===== config.mk =====
export PLATFORM = sky130hd
export DESIGN_NAME = capture_sequencer_flat
export DESIGN_NICKNAME = d
export VERILOG_FILES = /design/src/rtl/capture_sequencer_if.sv /design/src/rtl/capture_sequencer.sv /design/src/flat_wrapper.sv
export SDC_FILE = /design/constraint.sdc
export NUM_CORES = 1
export LEC_CHECK = 0
export ABC_AREA = 1
export BUFFER_PORTS_ARGS = -buffer_cell sky130_fd_sc_hd__buf_2
export CORE_ASPECT_RATIO = 1.5
export CORE_UTILIZATION = 56
export DETAILED_ROUTE_END_ITERATION = 10
export PLACE_DENSITY_LB_ADDON = 0.2
export SYNTH_ARGS = -nofsm -noshare
export SYNTH_HDL_FRONTEND = slang
export SYNTH_SLANG_ARGS = --single-unit

===== constraint.sdc =====
create_clock -name clk -period 1.8 [get_ports clk]
set_input_delay 0.27 -clock clk [delete_from_list [all_inputs] [get_ports clk]]
set_output_delay 0.27 -clock clk [all_outputs]
set_load 0.05 [all_outputs]

===== src/rtl/capture_sequencer_if.sv =====
// Buffer-side bus of the capture sequencer: write and read address/enable lines.
// The sequencer drives it (master); the sample buffer consumes it (slave).
interface capture_sequencer_if #(
    parameter int ADDR_WIDTH = 4
);
    logic                  mem_we;
    logic [ADDR_WIDTH-1:0] mem_waddr;
    logic                  mem_re;
    logic [ADDR_WIDTH-1:0] mem_raddr;

    modport master (
        output mem_we,
        output mem_waddr,
        output mem_re,
        output mem_raddr
    );

    modport slave (
        input mem_we,
        input mem_waddr,
        input mem_re,
        input mem_raddr
    );
endinterface


===== src/rtl/capture_sequencer.sv =====
// Runs one logic-analyzer capture over a circular buffer: pre-trigger fill, arm,
// trigger, post-trigger holdoff, then readout from the oldest sample to the newest.
module capture_sequencer #(
    parameter int ADDR_WIDTH   = 4,
    parameter int USER_HOLDOFF = 4
) (
    input  logic                   clk,
    input  logic                   reset_n,
    input  logic                   start,
    input  logic                   abort,
    input  logic                   trigger,
    input  logic                   read_req,
    capture_sequencer_if.master    mem,
    output logic                   rd_valid,
    output logic                   rd_last,
    output logic                   armed,
    output logic                   triggered,
    output logic                   done,
    output logic [ADDR_WIDTH-1:0]  trig_addr
);
    localparam int MEMORY_SIZE = 2 ** ADDR_WIDTH;
    localparam logic [ADDR_WIDTH-1:0] PRE_LAST  = ADDR_WIDTH'(MEMORY_SIZE - USER_HOLDOFF - 1);
    localparam logic [ADDR_WIDTH-1:0] POST_LAST = ADDR_WIDTH'(USER_HOLDOFF - 1);
    localparam logic [ADDR_WIDTH-1:0] RD_LAST   = '1;
    localparam logic [ADDR_WIDTH-1:0] ADDR_ONE  = ADDR_WIDTH'(1);

    typedef enum logic [2:0] {
        IDLE,
        PRETRIG,
        ARMED,
        POSTTRIG,
        READOUT,
        DONE
    } state_t;

    state_t state, state_next;

    logic [ADDR_WIDTH-1:0] wp, rp;
    logic [ADDR_WIDTH-1:0] pre_cnt, post_cnt, rd_cnt;

    logic accept_start, accept_trig, load_rp, read_issue, read_final;

    always_ff @(posedge clk or negedge reset_n) begin
        if (!reset_n) state <= IDLE;
        else          state <= state_next;
    end

    // NOTE: every signal driven here gets a default first so no path can infer a latch.
    always_comb begin
        state_next   = state;
        mem.mem_we   = 1'b0;
        mem.mem_re   = 1'b0;
        accept_start = 1'b0;
        accept_trig  = 1'b0;
        load_rp      = 1'b0;
        read_issue   = 1'b0;
        read_final   = 1'b0;

        case (state)
            IDLE, DONE: begin
                if (start) begin
                    accept_start = 1'b1;
                    state_next   = PRETRIG;
                end
            end
            PRETRIG: begin
                mem.mem_we = 1'b1;
                if (pre_cnt == PRE_LAST) state_next = ARMED;
            end
            ARMED: begin
                mem.mem_we = 1'b1;
                if (trigger) begin
                    accept_trig = 1'b1;
                    if (USER_HOLDOFF == 0) begin
                        load_rp    = 1'b1;
                        state_next = READOUT;
                    end else begin
                        state_next = POSTTRIG;
                    end
                end
            end
            POSTTRIG: begin
                mem.mem_we = 1'b1;
                if (post_cnt == POST_LAST) begin
                    load_rp    = 1'b1;
                    state_next = READOUT;
                end
            end
            READOUT: begin
                if (read_req) begin
                    mem.mem_re = 1'b1;
                    read_issue = 1'b1;
                    if (rd_cnt == RD_LAST) begin
                        read_final = 1'b1;
                        state_next = DONE;
                    end
                end
            end
            default: state_next = IDLE;
        endcase

        // Abort only redirects the next state; this cycle's write or read still completes.
        if (abort) begin
            state_next   = IDLE;
            accept_start = 1'b0;
            accept_trig  = 1'b0;
        end
    end

    assign mem.mem_waddr = wp;
    assign mem.mem_raddr = rp;
    assign armed         = (state == ARMED);
    assign done          = (state == DONE);

    // NOTE: sequential state uses non-blocking assignments so every register samples pre-edge values.
    always_ff @(posedge clk or negedge reset_n) begin
        if (!reset_n) begin
            wp        <= '0;
            rp        <= '0;
            pre_cnt   <= '0;
            post_cnt  <= '0;
            rd_cnt    <= '0;
            trig_addr <= '0;
            triggered <= 1'b0;
            rd_valid  <= 1'b0;
            rd_last   <= 1'b0;
        end else begin
            if (accept_start) begin
                wp        <= '0;
                pre_cnt   <= '0;
                triggered <= 1'b0;
            end
            if (mem.mem_we)          wp       <= wp + ADDR_ONE;
            if (state == PRETRIG)    pre_cnt  <= pre_cnt + ADDR_ONE;
            if (state == POSTTRIG)   post_cnt <= post_cnt + ADDR_ONE;
            if (accept_trig) begin
                trig_addr <= wp;
                triggered <= 1'b1;
                post_cnt  <= '0;
            end
            // The slot after the final write holds the oldest surviving sample.
            if (load_rp) begin
                rp     <= wp + ADDR_ONE;
                rd_cnt <= '0;
            end
            if (read_issue) begin
                rp     <= rp + ADDR_ONE;
                rd_cnt <= rd_cnt + ADDR_ONE;
            end
            if (abort) triggered <= 1'b0;
            rd_valid <= mem.mem_re;
            rd_last  <= read_final;
        end
    end
endmodule


===== src/flat_wrapper.sv =====
// flat-port wrapper written by rule: the top's interface ports become plain ports
module capture_sequencer_flat 
#(
    parameter int ADDR_WIDTH   = 4,
    parameter int USER_HOLDOFF = 4
)
  (clk, reset_n, start, abort, trigger, read_req, rd_valid, rd_last, armed, triggered, done, trig_addr, mem_mem_we, mem_mem_waddr, mem_mem_re, mem_mem_raddr);
  capture_sequencer_if #(.ADDR_WIDTH(ADDR_WIDTH)) mem_i ();
  input  logic clk;
  input  logic reset_n;
  input  logic start;
  input  logic abort;
  input  logic trigger;
  input  logic read_req;
  output logic rd_valid;
  output logic rd_last;
  output logic armed;
  output logic triggered;
  output logic done;
  output logic [ADDR_WIDTH-1:0] trig_addr;
  output wire logic [$bits(mem_i.mem_we)-1:0] mem_mem_we;
  output wire logic [$bits(mem_i.mem_waddr)-1:0] mem_mem_waddr;
  output wire logic [$bits(mem_i.mem_re)-1:0] mem_mem_re;
  output wire logic [$bits(mem_i.mem_raddr)-1:0] mem_mem_raddr;
  assign mem_mem_we = mem_i.mem_we;
  assign mem_mem_waddr = mem_i.mem_waddr;
  assign mem_mem_re = mem_i.mem_re;
  assign mem_mem_raddr = mem_i.mem_raddr;
  capture_sequencer #(.ADDR_WIDTH(ADDR_WIDTH), .USER_HOLDOFF(USER_HOLDOFF)) u_core (.clk(clk), .reset_n(reset_n), .start(start), .abort(abort), .trigger(trigger), .read_req(read_req), .mem(mem_i), .rd_valid(rd_valid), .rd_last(rd_last), .armed(armed), .triggered(triggered), .done(done), .trig_addr(trig_addr));
endmodule

==> reports/results.tsv <==
stage	metric	value	unit
status	status	finished, final reports clean	
global_route	grt_max_degree	31	
floorplan	die_w	46.0	µm
sta	fmaxAchievable	573	MHz
global_route	antenna_found_initial	0	
sta	worst_slack	0.0553	ns
routing	wire_per_inst	14.2	µm
yosys	synthTopCellsByArea	dfrtp_1, nand2_1, nand3_1	
global_route	grt_pass1_wl	5820	µm
sta	drv_slew	0	
global_route	grt_use_total	26.9	%
yosys	yosys.area.top_type_share	46.2	%
floorplan	die_area	0.00313	mm²
sta	period_share	96.9	%
clock_tree	cts_tree	yes	
routing	ant_nets	0	
yosys	ys.flop_type	dfrtp_1	
clock_tree	htreeDepth	2	
setup_path	worst_setup_path_start_kind	flip-flop	
setup_path	worstReg2RegStart	u_core.state[0]	
routing	remaining_drc_errors	0	
setup_path	cp.required	1.53	ns
sta	holdWs	0.00277	ns
sta	timing.slew.headroom	57.4	%
setup_path	endpoint	armed	
flow_run	drv_cap	0	
placed_design	dp_hpwl	2640	µm
layout	diodes	0	
routing	drt_iter0_markers	30	
layout	fin_nets	230	
floorplan	rows	23	
layout	nFillCells	245	
pwr	peakVddDrop	1.11	mV
yosys	synth_seq_area_share	46.2	%
placed_design	dpl_cell_area	0.00179	mm²
routing	wl	3640	µm
pwr	p_leak	0.968	nW
sta	setup_viol	0	
floorplan	fp.dieH	68.0	µm
setup_path	crit_start	u_core.state[2]	
yosys	synth_area	0.00163	mm²
floorplan	fp.coreArea	0.00271	mm²
routing	vias	1422	
setup_path	rrSetupSlack	0.21	ns
sta	finClkSkew	0.00264	ns
yosys	yosys_warnings	0	
setup_path	worstSetupEndpointType	output pin	
floorplan	pin_count	25	
yosys	avgSynthCellArea	8.70	µm²
layout	layout_commonest_cell	nand2_1	
setup_path	path_max_fanout	9	
placed_design	gp_congestion	0.854	
sta	tightest_slew	0.638	ns
clock_tree	cts_buffer_depth	2	
placed_design	io_buffers	24	
setup_path	criticalPathCategory	reg2out	
yosys	synth_cells	187	
floorplan	initial_core_util	60.1	%
yosys	synth-edff-count	0	
setup_path	cp.arrival	1.47	ns
setup_path	rr_endpoint	u_core.mem.mem_raddr[1]	
yosys	ys_ff_latch	30	
clock_tree	clockRootBuffer	clkbuf_8	
clock_tree	numCtsBuffers	5	
layout	syn2layout_area_growth	16.6	%
setup_path	worstRegToRegCells	7	
layout	fin_area	0.00190	mm²
clock_tree	clk_pin_slew	0.06	ns
routing	viasPerCell	5.53	
yosys	ys_types	29	
clock_tree	clk_latency	0.29	ns
global_route	grt_pass1_vias	1353	
pwr	power_per_cell_area	1820	mW/mm²
sta	report.final.hold_viol_count	0	
layout	layout-drive-gt1-share	29.1	%
clock_tree	postCtsHoldBufs	0	
yosys	syn_nets	198	
layout	layout_common_cells	nand2_1, nand3_1, dfrtp_1	
yosys	async_flop_share	100	%
sta	post-route-min-period	1.74	ns
routing	firstDrtPassIters	4	
clock_tree	cts_sinks	30	
placed_design	pre_cts_ws	0.231	ns
sta	grt_setup_unrepaired	no	
yosys	synth_top_cell_by_area	dfrtp_1	
min_path	hold_class	in2async	
global_route	grt.overflow.total	0	
sta	setup_tns	0	ns
[per-stage QoR]
step,total power (W),cells,util (%)
global route,0.00367,257,70.1
global placement,0.00278,248,66.1
detailed placement,0.00287,248,66.1
floorplan,0.00247,187,-
finish,0.00345,257,70.1
CTS,0.00347,257,70.1
[sequential cells by signal (all words and copies together), names as in the netlist]
signal / cells
u_core.mem.mem_raddr: 4
u_core.mem.mem_waddr: 4
u_core.post_cnt: 4
u_core.pre_cnt: 4
u_core.rd_cnt: 4
u_core.rd_last: 1
u_core.rd_valid: 1
u_core.state: 3
u_core.trig_addr: 4
u_core.triggered: 1
[routing by layer]
layer  GRT usage, %  part of all wire [%]
met1           28.4                    38
met2           47.4                    54
met3           5.28                   4.9
met4           15.8                   3.5
met5              0                     0
[timing repair]
item	CTS	global route
buffers inserted	1	0
endpoints found under the setup margin	2	0
gates resized for setup	2	0
[where the power goes]
group          internal [W]  leakage (nW)  switching (W)
combinational      0.000478         0.532        0.00120
sequential         0.000932         0.389       0.000275
clock              0.000307        0.0472       0.000264
total               0.00172         0.968        0.00174
[synth_stat cells, drive strengths merged (2+ instances only)]
master,n
nor3,3
a21oi,4
dfrtp,30
or2,2
ha,5
nor2,17
nand3,34
inv,19
o22ai,2
xor2,4
o21ai,12
nand2,49
[cells by family after synthesis]
group	Yosys count	synth area share, %
xor+xnor	5	2.69
simple gates	107	35.4
fa+ha+maj	5	3.85
buf+inv	20	5.08
flops	30	46.2
compound gates	20	6.85
[layout make-up]
class	instances	area [µm²]	share of cell area [%]
Clock inverter	2	12.5	0.660
Tap cell	37	46.3	2.44
Timing Repair Buffer	26	140	7.39
Inverter	19	71.3	3.76
Multi-Input combinational cell	137	793	41.8
Clock buffer	6	82.6	4.35
Sequential cell	30	751	39.6
[worst max-delay path, cell delays in order (launching register included)]
cell and delay (ns):
dfrtp_1 0.52, nor3_4 0.34, buf_2 0.32
[how the worst min path moves through the flow]
stage / startpoint / to / slack (ns) / cells after the start
after floorplan: reset_n / u_core.mem.mem_raddr[0] / -0.03 / 0
after global placement: reset_n / u_core.triggered / 0.33 / 1
after detailed placement: reset_n / u_core.triggered / 0.34 / 1
after CTS: reset_n / u_core.post_cnt[2] / 0.03 / 1
after global routing: reset_n / u_core.state[2] / 0.07 / 1
final: reset_n / u_core.triggered / 0.003 / 1
No activity file was read; power rests on OpenSTA's default activity.
